--- config.mk ---
export PLATFORM = sky130hd
export DESIGN_NAME = alu4_op_issue
export DESIGN_NICKNAME = d
export VERILOG_FILES = /design/src/rtl/alu4_op_issue.sv
export SDC_FILE = /design/constraint.sdc
export NUM_CORES = 1
export LEC_CHECK = 0
export ABC_AREA = 1
export BUFFER_PORTS_ARGS = -buffer_cell sky130_fd_sc_hd__buf_2
export CAP_MARGIN = 30
export CORE_MARGIN = 2
export CORE_UTILIZATION = 40
export DETAILED_ROUTE_END_ITERATION = 16
export GPL_ROUTABILITY_DRIVEN = 1
export PLACE_DENSITY = 0.64
export SKIP_LAST_GASP = 1
export SLEW_MARGIN = 20
export SYNTH_ARGS = -nofsm -noshare
export SYNTH_HDL_FRONTEND = slang
export SYNTH_SLANG_ARGS = --single-unit
--- constraint.sdc ---
create_clock -name clk -period 2.25 [get_ports clk]
set_clock_uncertainty 0.2 [all_clocks]
set_input_delay 0.225 -clock clk [delete_from_list [all_inputs] [get_ports clk]]
set_output_delay 0.225 -clock clk [all_outputs]
set_load 0.01 [all_outputs]
--- src/rtl/alu4_op_issue.sv ---
// alu4_op_issue: FIFO-buffered, registered valid/ready issue stage feeding the 4-bit ALU.
// Optional macro ALU4_ISSUE_FWD_EN adds forwarding of the previous ALU result as operand a.
module alu4_op_issue #(
    parameter int unsigned DEPTH = 4,
    parameter int unsigned CNT_W = 8
) (
    input  logic                   clk,
    input  logic                   rst_n,
    input  logic                   in_valid,
    output logic                   in_ready,
    input  logic [3:0]             in_a,
    input  logic [3:0]             in_b,
    input  logic [1:0]             in_sel,
`ifdef ALU4_ISSUE_FWD_EN
    input  logic                   in_fwd,
    input  logic [3:0]             alu_res,
`endif
    output logic                   issue_valid,
    input  logic                   issue_ready,
    output logic [3:0]             issue_a,
    output logic [3:0]             issue_b,
    output logic [1:0]             issue_sel,
    output logic [$clog2(DEPTH):0] count,
    output logic                   full,
    output logic                   empty,
    output logic [CNT_W-1:0]       issued_cnt
);

    localparam int unsigned PTR_W = $clog2(DEPTH);
    localparam int unsigned OCC_W = PTR_W + 1;

    typedef struct packed {
        logic [3:0] a;
        logic [3:0] b;
        logic [1:0] sel;
`ifdef ALU4_ISSUE_FWD_EN
        logic       fwd;
`endif
    } entry_t;

    typedef enum logic [1:0] {
        IDLE   = 2'd0,
        ISSUE  = 2'd1
`ifdef ALU4_ISSUE_FWD_EN
        ,
        BUBBLE = 2'd2
`endif
    } state_t;

    state_t             state_q, state_d;
    logic [PTR_W-1:0]   wr_ptr_q, wr_ptr_d;
    logic [PTR_W-1:0]   rd_ptr_q, rd_ptr_d;
    logic [OCC_W-1:0]   count_q, count_d;
    logic               issue_valid_q, issue_valid_d;
    logic [3:0]         issue_a_q, issue_a_d;
    logic [3:0]         issue_b_q, issue_b_d;
    logic [1:0]         issue_sel_q, issue_sel_d;
    logic [CNT_W-1:0]   issued_cnt_q, issued_cnt_d;
    entry_t             mem_q [DEPTH];
    entry_t             wr_entry_d;
    entry_t             head_c;

    logic               full_c;
    logic               empty_c;
    logic               push_c;
    logic               fire_c;
    logic               load_c;

    assign full_c  = (count_q == OCC_W'(DEPTH));
    assign empty_c = (count_q == OCC_W'(0));
    assign push_c  = in_valid && !full_c;
    assign fire_c  = issue_valid_q && issue_ready;
    assign head_c  = mem_q[rd_ptr_q];

    // Issue FSM: decides when the head entry moves into the issue registers.
    always_comb begin
        state_d       = state_q;
        issue_valid_d = issue_valid_q;
        issue_a_d     = issue_a_q;
        issue_b_d     = issue_b_q;
        issue_sel_d   = issue_sel_q;
        load_c        = 1'b0;

        case (state_q)
            IDLE: begin
                if (!empty_c) begin
                    load_c  = 1'b1;
                    state_d = ISSUE;
                end
            end
            ISSUE: begin
                if (fire_c) begin
                    if (empty_c) begin
                        state_d       = IDLE;
                        issue_valid_d = 1'b0;
                    end
`ifdef ALU4_ISSUE_FWD_EN
                    // alu_res only reflects the op firing now after this edge.
                    else if (head_c.fwd) begin
                        state_d       = BUBBLE;
                        issue_valid_d = 1'b0;
                    end
`endif
                    else begin
                        load_c = 1'b1;
                    end
                end
            end
`ifdef ALU4_ISSUE_FWD_EN
            BUBBLE: begin
                if (!empty_c) begin
                    load_c  = 1'b1;
                    state_d = ISSUE;
                end else begin
                    state_d = IDLE;
                end
            end
`endif
            default: begin
                state_d       = IDLE;
                issue_valid_d = 1'b0;
            end
        endcase

        if (load_c) begin
            issue_valid_d = 1'b1;
`ifdef ALU4_ISSUE_FWD_EN
            issue_a_d     = head_c.fwd ? alu_res : head_c.a;
`else
            issue_a_d     = head_c.a;
`endif
            issue_b_d     = head_c.b;
            issue_sel_d   = head_c.sel;
        end
    end

    // FIFO bookkeeping and issue counter.
    always_comb begin
        wr_ptr_d       = wr_ptr_q;
        rd_ptr_d       = rd_ptr_q;
        issued_cnt_d   = issued_cnt_q;
        wr_entry_d.a   = in_a;
        wr_entry_d.b   = in_b;
        wr_entry_d.sel = in_sel;
`ifdef ALU4_ISSUE_FWD_EN
        wr_entry_d.fwd = in_fwd;
`endif
        count_d        = count_q + OCC_W'(push_c) - OCC_W'(load_c);

        if (push_c) begin
            wr_ptr_d = wr_ptr_q + PTR_W'(1);
        end
        if (load_c) begin
            rd_ptr_d = rd_ptr_q + PTR_W'(1);
        end
        if (fire_c) begin
            issued_cnt_d = issued_cnt_q + CNT_W'(1);
        end
    end

    always_ff @(posedge clk or negedge rst_n) begin
        if (!rst_n) begin
            state_q       <= IDLE;
            wr_ptr_q      <= '0;
            rd_ptr_q      <= '0;
            count_q       <= '0;
            issue_valid_q <= 1'b0;
            issue_a_q     <= '0;
            issue_b_q     <= '0;
            issue_sel_q   <= '0;
            issued_cnt_q  <= '0;
        end else begin
            state_q       <= state_d;
            wr_ptr_q      <= wr_ptr_d;
            rd_ptr_q      <= rd_ptr_d;
            count_q       <= count_d;
            issue_valid_q <= issue_valid_d;
            issue_a_q     <= issue_a_d;
            issue_b_q     <= issue_b_d;
            issue_sel_q   <= issue_sel_d;
            issued_cnt_q  <= issued_cnt_d;
        end
    end

    // Entry storage needs no reset; occupancy gates every read.
    always_ff @(posedge clk) begin
        if (push_c) begin
            mem_q[wr_ptr_q] <= wr_entry_d;
        end
    end

    assign in_ready    = !full_c;
    assign full        = full_c;
    assign empty       = empty_c;
    assign count       = count_q;
    assign issue_valid = issue_valid_q;
    assign issue_a     = issue_a_q;
    assign issue_b     = issue_b_q;
    assign issue_sel   = issue_sel_q;
    assign issued_cnt  = issued_cnt_q;

endmodule

# Word level (Yosys, flattened, before mapping)
# Memories as Yosys holds them, arrays and structs flattened. A register that Yosys moved wholly into a read port is not among the register bits.
# Index checks and enable logic that the tools add are counted.
# totals
wordCells	41
latchBits	0
mem_count	1
ram_bits	40
ff_bits	18
output_inout_bits	25
rom_bits	0
# mem_list
name	depth	word_bits	rd	rd_ports_with_merged_regs	write_ports	line_no	rtl
mem_q	4	10	1	1	1	59	entry_t mem_q [DEPTH];
# op_classes
div_mod_pow	0
eq_ne	8
bitwise_logic	0
n_shift	0
addsub	5
order_cmp	0
multipliers	0
n_mux	13
n_reduce_logical	8
# op_table
op	n
8-bit by 1-bit adder with 8-bit output (second input constant)	1
2-bit inequality test (second input constant)	4
1-bit two-way mux	7
2-bit two-way mux	3
3-bit inequality test (second input constant)	2
3-bit AND reduction	2
2-bit by 1-bit adder with 2-bit output (second input constant)	2
1-bit one-hot mux with 2 select lines	2
2-bit one-hot mux with 2 select lines	1
3-bit by 1-bit adder with 3-bit output	1
3-bit == test (second input constant)	1
3-bit zero test	1
3-bit by 1-bit subtractor with 3-bit output	1
2-bit by 1-bit == test with 1-bit output (second input constant)	1
1-bit logical AND	2
1-bit zero test	2
2-bit zero test	1

# Longest topological paths before layout
# Gate-level depths: netlist (run 1).
# logic_depth
ltp_word	6
ltp_mapped	10
mapped_depth_nobuf	9

# Least setup slack after synthesis (run 1)
# OpenSTA, ideal clock, no wires.
# synth_timing
kind	reg-to-reg
startpoint	register issue_valid_q, in the netlist issue_valid
endpoint	register count_q[2], in the netlist count[2]
required_ns	1.921
slack_ns	-0.009
stages_incl_launch_ff	11
t_arrival_ns	1.930
setup_time_ns	0.129
n_path_buf	1
cell_sequence	dfrtp_1 > nand2_4 > nand2_4 > nand2_4 > clkinv_4 > buf_12 > ha_1 > inv_1 > ha_1 > fa_1 > xor2_1
# synth_between
elab_chain_len	4
# synth_rtl
item	line_no	rtl
start: declaration	54	logic issue_valid_q, issue_valid_d;
start signal: assignment	177	issue_valid_q <= issue_valid_d;
1-bit logical AND	72	assign fire_c = issue_valid_q && issue_ready;
1-bit two-way mux	92	if (fire_c) begin
1-bit one-hot mux with 2 select lines	84	case (state_q)
3-bit by 1-bit subtractor with 3-bit output	148	count_d = count_q + OCC_W'(push_c) - OCC_W'(load_c);
named net count_d[2]	53	logic [OCC_W-1:0] count_q, count_d;
end signal: assignment	176	count_q <= count_d;
end: declaration	53	
# The timed path passes the listed nets, and every way through them passes these cells.
# A chain may end at the register's enable or synchronous reset.

# Final worst setup path (run 1)
# layout_timing
startpoint	input port issue_ready
endpoint	register count_q[2], in the netlist count[2]
# layout_between
elab_chain_len	4
# layout_rtl
item	line_no	rtl
start: declaration	19	input logic issue_ready,
1-bit logical AND	72	
1-bit two-way mux	92	
1-bit one-hot mux with 2 select lines	84	
3-bit by 1-bit subtractor with 3-bit output	148	
named net count_d[2]	53	
# The timed path passes the listed nets, and every way through them passes these cells.

==> run summary, run 1 <==
The die is 88.95 um tall. The post-detailed-route count of antenna-violating nets is 0. Per report_power, the clock group accounts for 33.9% of the total. The first detailed-routing pass took 4 iterations.

The number of nets in the synthesized netlist was 280; the final period utilization was 96.42%. The worst setup path is launched from an input port. Timing would allow up to 0.4610 GHz. During I/O placement, the number of pins put on the boundary was 39. The internal power consumption was 0.002332 W. Final count of negative-setup-slack endpoints: 0. The required time at the endpoint of the critical path was 2.27 ns. The detailed-route vias per instance was 4.519; the average routed wire per standard cell was 12.39 um. The clock tree synthesis step divided the H-tree into 3 levels. The run gives 1848 as the number of global-route vias before repair. For the worst-case clock buffer depth, the log shows 2. The yosys synthesis warning count came out at 0. The initialized floorplan defines 30 standard-cell rows. The power dissipated by switching net loads was 0.0008552 W; the pin slew with the least headroom to its limit was 0.6021 ns.

Along the worst path, the maximum fanout reaches 4. TritonCTS built the clock tree. In the layout the commonest cells are nor2_1 (51), edfxtp_1 (40), nand2_1 (39). In this run the tightest slew margin relative to its limit is 59.86%. Leaving out fill and tap cells, the most frequent cell in the layout is nor2_1. The tool flagged a number of max-cap violations equal to 0. The worst min-delay path class is input port to flip-flop. Detailed placement finished with a half-perimeter wire length of 3501 um. The tree is rooted in a clkbuf_8. Setup repair after global routing left no endpoint under its margin. The tools report the maximum VDD drop as 0.3318 mV.

For the initial antenna violation count, the log shows 0. The violation count after the first detailed-routing iteration is 72. 0 antenna diodes ended up in the layout. Subtracting the final worst setup slack from the clock period gives 2.169 ns.

The share of cells above drive strength 1 was 28.22%; the post-synthesis register bit count was 67. The worst setup path is captured at a flip-flop. The tools report the share of power burned in combinational logic as 16.4%. At the end of the flow, the number of nets in the layout was 343.

The run gives 1.670 nW as the leakage power. Of the total power, the share spent switching nets is 26.84%. The run gives 0.007912 sq mm as the area of the die. Once layout is done, the placed cells without fillers occupy 0.003543 sq mm.

The remaining design rule violation count came out at 0. In this run, CTS created clock tree buffers numbering 9. The flow ran to the end, and the final reports show no timing, DRC or antenna violations. For the maximum number of pins on one net before global-route repair, the log shows 28. The critical path is of the input port to flip-flop type.

The area growth from synthesis to layout came out at 22.76%. The core outline area was 0.006907 sq mm; the post-cts gate resize count was 0. In the final timing run, aggregate negative setup slack is 0 ns. Summed over all layers, the routed wires come to 5230 um. The distinct cell type count of the synthesized netlist was 27; the critical path arrival was 2.19 ns. In this run the power density over the cells is 899.4 mW/mm^2. In this run the horizontal extent of the chip is 88.95 um. For this run, the share of the core covered by cells in the final layout is 51.30%. The cell count after synthesis was 258; the aggregate global-route resource usage was 14.73%. The sequential share of power is 49.7%, and the mean post-synth cell area is 11.19 sq um. Post-detailed-placement cell area: 0.003199 sq mm.

Sequential elements use 65.02% of the synthesized area. The first global-routing pass estimated 8611 um of wire. The logs give 0 for the number of failing hold endpoints at the final stage and 1907 for the via count. Summed over all layers, the global routing overflow is 0. Buffers placed on the I/O ports in this run total 38. The clock net sink count was 67.

For the starting utilization of the core area, the log shows 41.79%. The clock-pin slew reported for the worst setup and hold paths after clock tree synthesis is 0.08 ns, and the area of the mapped netlist is 0.002887 sq mm. The max-slew violation count came out at 0.

The later pin in the worst-skew pair is clocked with a latency of 0.34 ns. The global placer's final weighted congestion came out at 0.6871.
==> layer usage <==
layer | share of wire (%) | track usage, % | wire length, um
met5 | 0 | 0 | 0
met4 | 1.8 | 7.327 | 94
met3 | 4.0 | 3.416 | 210
met2 | 48 | 23.81 | 2492
met1 | 47 | 18.73 | 2433
==> logic make-up (layout without fill, tap and decap cells) <==
group | Yosys count | count (layout) | synth area share (%)
buf+inv | 32 | 100 | 5.592
xor+xnor | 7 | 7 | 2.124
fa+ha+maj | 8 | 8 | 3.728
flops | 67 | 67 | 65.02
simple gates | 120 | 120 | 19.16
mux | 1 | 1 | 0.3901
compound gates | 23 | 23 | 3.988
==> critical path, cell delays in order <==
cell	delay, ns
dlygate4sd3_1	0.53
buf_2	0.15
nand2_4	0.08
nand2_4	0.05
nand2_4	0.08
clkinv_4	0.04
ha_1	0.26
inv_1	0.04
ha_1	0.19
fa_1	0.38
xor2_1	0.17
==> final cells by class <==
cell class	count	area, sq um
Fill cell	665	3363
Inverter	24	95.09
Tap cell	96	120.1
Multi-Input combinational cell	159	848.3
Clock buffer	9	123.9
Clock inverter	7	92.59
Timing Repair Buffer	60	385.4
Sequential cell	67	1878
==> power by group through the flow <==
stage	logic, W	clock network (W)	registers (W)
final	0.000522	0.00108	0.00158
after global routing	0.000595	0.00116	0.00161
after CTS	0.000539	0.00110	0.00159
after detailed placement	0.000521	0	0.00161
after global placement	0.000498	0	0.00160
after floorplan	0.000299	0	0.00161
==> flip-flops by register name, indices dropped and copies added, names as in the netlist, 2 cells and up <==
| register | cells |
|---|---|
| mem_q | 40 |
| issued_cnt | 8 |
| issue_a | 4 |
| issue_b | 4 |
| count | 3 |
| issue_sel | 2 |
| rd_ptr_q | 2 |
| wr_ptr_q | 2 |
==> worst paths after layout <==
kind / startpoint / endpoint / slack [ns] / cells past startpoint
max reg2reg: count[1] / count[2] / 0.16 / 9
min reg2reg: issue_b[0] / issue_b[0] / 0.28 / 2
max in group asynchronous: rst_n / issue_valid / 1.19 / 2
min: in_valid / wr_ptr_q[0] / 0.1 / 4
min in group asynchronous: rst_n / count[1] / 0.23 / 2
max: issue_ready / count[2] / 0.08 / 11
==> repair_timing <==
action / CTS / global route
buffers inserted: 0 / 1
endpoints found under the hold margin: 68 / 0
hold buffers: 12 / 0
endpoints found under the setup margin: 0 / 1
==> synthesized netlist by cell type <==
cell type | n | area [sq um]
xor2_1 | 5 | 43.79
clkinv_4 | 1 | 8.760
buf_12 | 1 | 20.02
nand2_1 | 39 | 146.4
mux2_2 | 1 | 11.26
nor2_1 | 51 | 191.4
nand3_2 | 1 | 10.01
nand2_4 | 3 | 33.78
buf_4 | 2 | 15.01
fa_1 | 1 | 20.02
o21ai_0 | 2 | 10.01
nor3_4 | 1 | 16.27
nand3b_1 | 1 | 7.510
o21ai_1 | 19 | 95.09
nand4_1 | 2 | 12.51
buf_6 | 1 | 11.26
nor2_2 | 1 | 6.260
xnor2_1 | 2 | 17.52
ha_1 | 7 | 87.58
inv_1 | 21 | 78.83
nand2_2 | 19 | 118.9
buf_2 | 4 | 20.02
dfrtp_1 | 27 | 675.7
nand3_1 | 2 | 10.01
edfxtp_1 | 40 | 1201
a21oi_1 | 2 | 10.01
inv_2 | 2 | 7.510
==> stage by stage <==
stage	instances	power [W]	hold WS, ns	setup WS, ns
after floorplan	258	0.001910	-0.2706	0.008086
after global placement	393	0.002102	0.07799	0.1886
after detailed placement	393	0.002134	0.07766	0.1390
after CTS	421	0.003231	0.09851	0.03697
after global routing	422	0.003359	0.1054	0.02708
final	422	0.003187	0.09972	0.08060
Note: power is estimated with default switching activity, not from simulation.
==> run 2: changes to the inputs <==
REMOVE_ABC_BUFFERS = 1   (was default)
==> run summary, run 2 (same netlist as run 1, synthesis figures left out) <==
The run finished with clean final reports. The logs give 60 (-17%) for the violation count after the first detailed-routing iteration and 0.002135 W (-8.4%) for the internal power consumption. Number of rows in the core area: 30 (unchanged). Pin slew with the least headroom to its limit: 0.5940 ns (-0.008096 ns).

The library cell used most frequently in the layout, excluding fill and tap cells, is nor2_1. The detailed-router iteration count before antenna repair is 4 (unchanged). Kind of capture point of the worst setup path: a flip-flop. The startpoint type of the worst setup path is a flip-flop. For the post-layout net count, the log shows 341 (-0.58%). The aggregate global-route resource usage was 13.94% (-0.79 points). For the number of hold-repair buffers added at the cts stage, the log shows 11 (-1).

The tools report the area of the die as 0.007912 sq mm (unchanged). The logs give 17.1% (+0.7 points) for the share of power burned in combinational logic and 39 (unchanged) for the boundary pin count. The instance count after placement with tap cells included is 393 (unchanged), and the sequential share of power is 53.0% (+3.3 points). The post-cts gate resize count came out at 0 (unchanged).

The total length of routed wires was 4978 um (-4.8%); the power dissipated by switching net loads was 0.0008499 W (-0.61%). The global-route wire length before repair was 8107 um (-5.9%). The tools report the starting utilization of the core area as 41.79% (unchanged). The maximum number of pins on one net before global-route repair was 28 (unchanged); the final non-filler cell area was 0.003487 sq mm (-1.6%).

The tools report the critical path arrival as 2.13 ns (-0.06 ns). Ranked by flip-flop count, first place goes to mem_q. Setup repair after global routing left no endpoint under its margin. Relative slew slack: 60.40% (+0.54 points). The detailed-route vias per instance was 4.419 (-2.2%); the total power consumption of the routed design was 0.002985 W (-6.3%).

The filler cell count is 631 (-5.1%), and the summed negative setup slack over all endpoints is 0 ns (unchanged). The post-detailed-placement cell area was 0.003198 sq mm (about the same). The footprint of the multi-input gates was 848.3 sq um (unchanged). The number of flip-flops under the largest register name works out to 40 (unchanged). The final period utilization is 93.81% (-2.6 points), and the initial antenna violation count is 0 (unchanged). The clock-pin slew reported for the worst setup and hold paths after clock tree synthesis came out at 0.07 ns (about the same).

The leakage power is 1.643 nW (-1.6%). The area taken by flip-flops and latches was 0.001877 sq mm (about the same); the maximum VDD drop was 0.3189 mV (-3.9%). The run gives 2.27 ns (about the same) as the required time at the endpoint of the critical path. The buffers inserted during post-CTS setup optimization was 0 (unchanged). The horizontal die dimension came out at 88.95 um (unchanged). Worst-case clock buffer depth: 2 (unchanged). The HPWL after detailed placement was 3348 um (-4.4%); the number of global-route vias before repair was 1756 (-5.0%).

The share of cells above drive strength 1 came out at 28.40% (+0.17 points). The die outline height was 88.95 um (unchanged). Clock latency of the later-clocked register in the worst-skew pair: 0.33 ns (about the same). The critical path goes through nand2_4 > nand2_4 > nand2_4 > clkinv_4 > ha_1 > inv_1 > ha_1 > fa_1 > xor2_1.

Counting stages on the worst path, the most repeated cell is nand2_4. The max-slew violation count was 0 (unchanged). The non-filler instance count after layout was 420 (-0.47%).

Level count of the clock H-tree: 3 (unchanged). The final global-route overflow total was 0 (unchanged); the delay of the slowest cell on the worst path was 0.44 ns (-0.09 ns). Compared with the post-synthesis result, the final layout area differs by 20.81%. The category of the most critical setup path was flip-flop to flip-flop. The via count is 1856 (-2.7%), and the maximum clock frequency is 0.4737 GHz (+2.8%). Number of max-cap violations: 0 (unchanged). The run gives 0 (unchanged) as the remaining design rule violation count. In the layout the commonest cells are nor2_1 (51), edfxtp_1 (40), nand2_1 (39).

The number of I/O port buffers is 38 (unchanged), and the number of antenna repair diodes is 0 (unchanged). The total buffers and inverters traversed by the critical path was 2 (-2); the post-detailed-route count of antenna-violating nets was 0 (unchanged). TritonCTS built the clock tree. The fraction of the core area covered by cells at the end of the flow was 50.49% (-0.82 points); the maximum fanout along the worst path was 5 (+1). Top cell family by delay on the critical path: adder cells.

The relative contribution of the clock network to total power is 29.8% (-4.1 points). Clock net sink count: 67 (unchanged). The switching part of the total is 28.47% (+1.6 points), and the post-route minimum period is 2.111 ns (-0.05857 ns).

The number of failing hold endpoints at the final stage was 0 (unchanged). The run gives 0.006907 sq mm (unchanged) as the core outline area. The power per cell area came out at 856.0 mW/mm^2 (-4.8%). On the critical path, the stage with the largest delay is an instance of dfrtp_1. The path class of the tightest hold or removal check is input port to flip-flop. The average routed wire per standard cell was 11.85 um (-4.4%); the global placer's final weighted congestion was 0.6953 (+1.2%). Final count of negative-setup-slack endpoints: 0 (unchanged).

The number of buffers inserted during clock tree synthesis came out at 9 (unchanged). The root buffer cell chosen for the clock tree is clkbuf_8.
## run 2: cell types whose count changed in the layout (fill, tap and decap cells not counted), moves of 2 or more
cell        previous run  this run
clkinv_2               0         2
bufinv_16              2         0
clkinvlp_4             1         3
clkinv_1               2         0
## run 2: path summary, 6_finish.rpt
kind	from	endpoint	slack [ns]	cells after the start
setup reg to reg	issue_valid	count[2]	0.14	9
max in group asynchronous	rst_n	issued_cnt[3]	1.23	2
hold reg to reg	issue_b[3]	issue_b[3]	0.29	2
min in group asynchronous	rst_n	count[2]	0.23	2
hold / removal	issue_ready	issue_valid	0.02	4
setup / recovery	issue_valid	count[2]	0.14	9
## run 2: power by group through the flow
stage	Sequential (W)	Combinational (W)	Clock, W
after CTS	0.00158	0.000520	0.000912
after global placement	0.00161	0.000496	0
after detailed placement	0.00161	0.000504	0
final	0.00158	0.000511	0.000891
after global routing	0.00160	0.000588	0.000971
after floorplan	0.00161	0.000299	0
## run 2: per-stage QoR
stage	hold WS (ns)	setup slack (ns)
after floorplan	-0.2706	-0.003327
after global placement	0.07395	0.1818
after detailed placement	0.08123	0.1485
after CTS	0.005846	0.1319
after global routing	0.02162	0.06040
final	0.02259	0.1392
## run 2: area by class of cell
type	count	area share (%)
multi-input cells	159	24.33
clock buffers	10	3.947
well taps	96	3.445
clock inverters	6	1.184
inverters	24	2.727
repair buffers	58	10.55
flip-flops and latches	67	53.82
## run 2: layer usage
layer | wire length [um] | track usage [%] | vias to the layer above
li1 | - | - | 951
met1 | 2278 | 16.83 | 856
met2 | 2457 | 23.34 | 43
met3 | 186 | 3.232 | 6
met4 | 56 | 7.327 | 0
met5 | 0 | 0 | -
## run 2: worst register-to-register path, stage by stage (launching register included)
cell and delay, ns:
dfrtp_1 0.44, nand2_4 0.14, nand2_4 0.07, nand2_4 0.08, clkinv_4 0.04, ha_1 0.26, inv_1 0.04, ha_1 0.18
fa_1 0.38, xor2_1 0.17
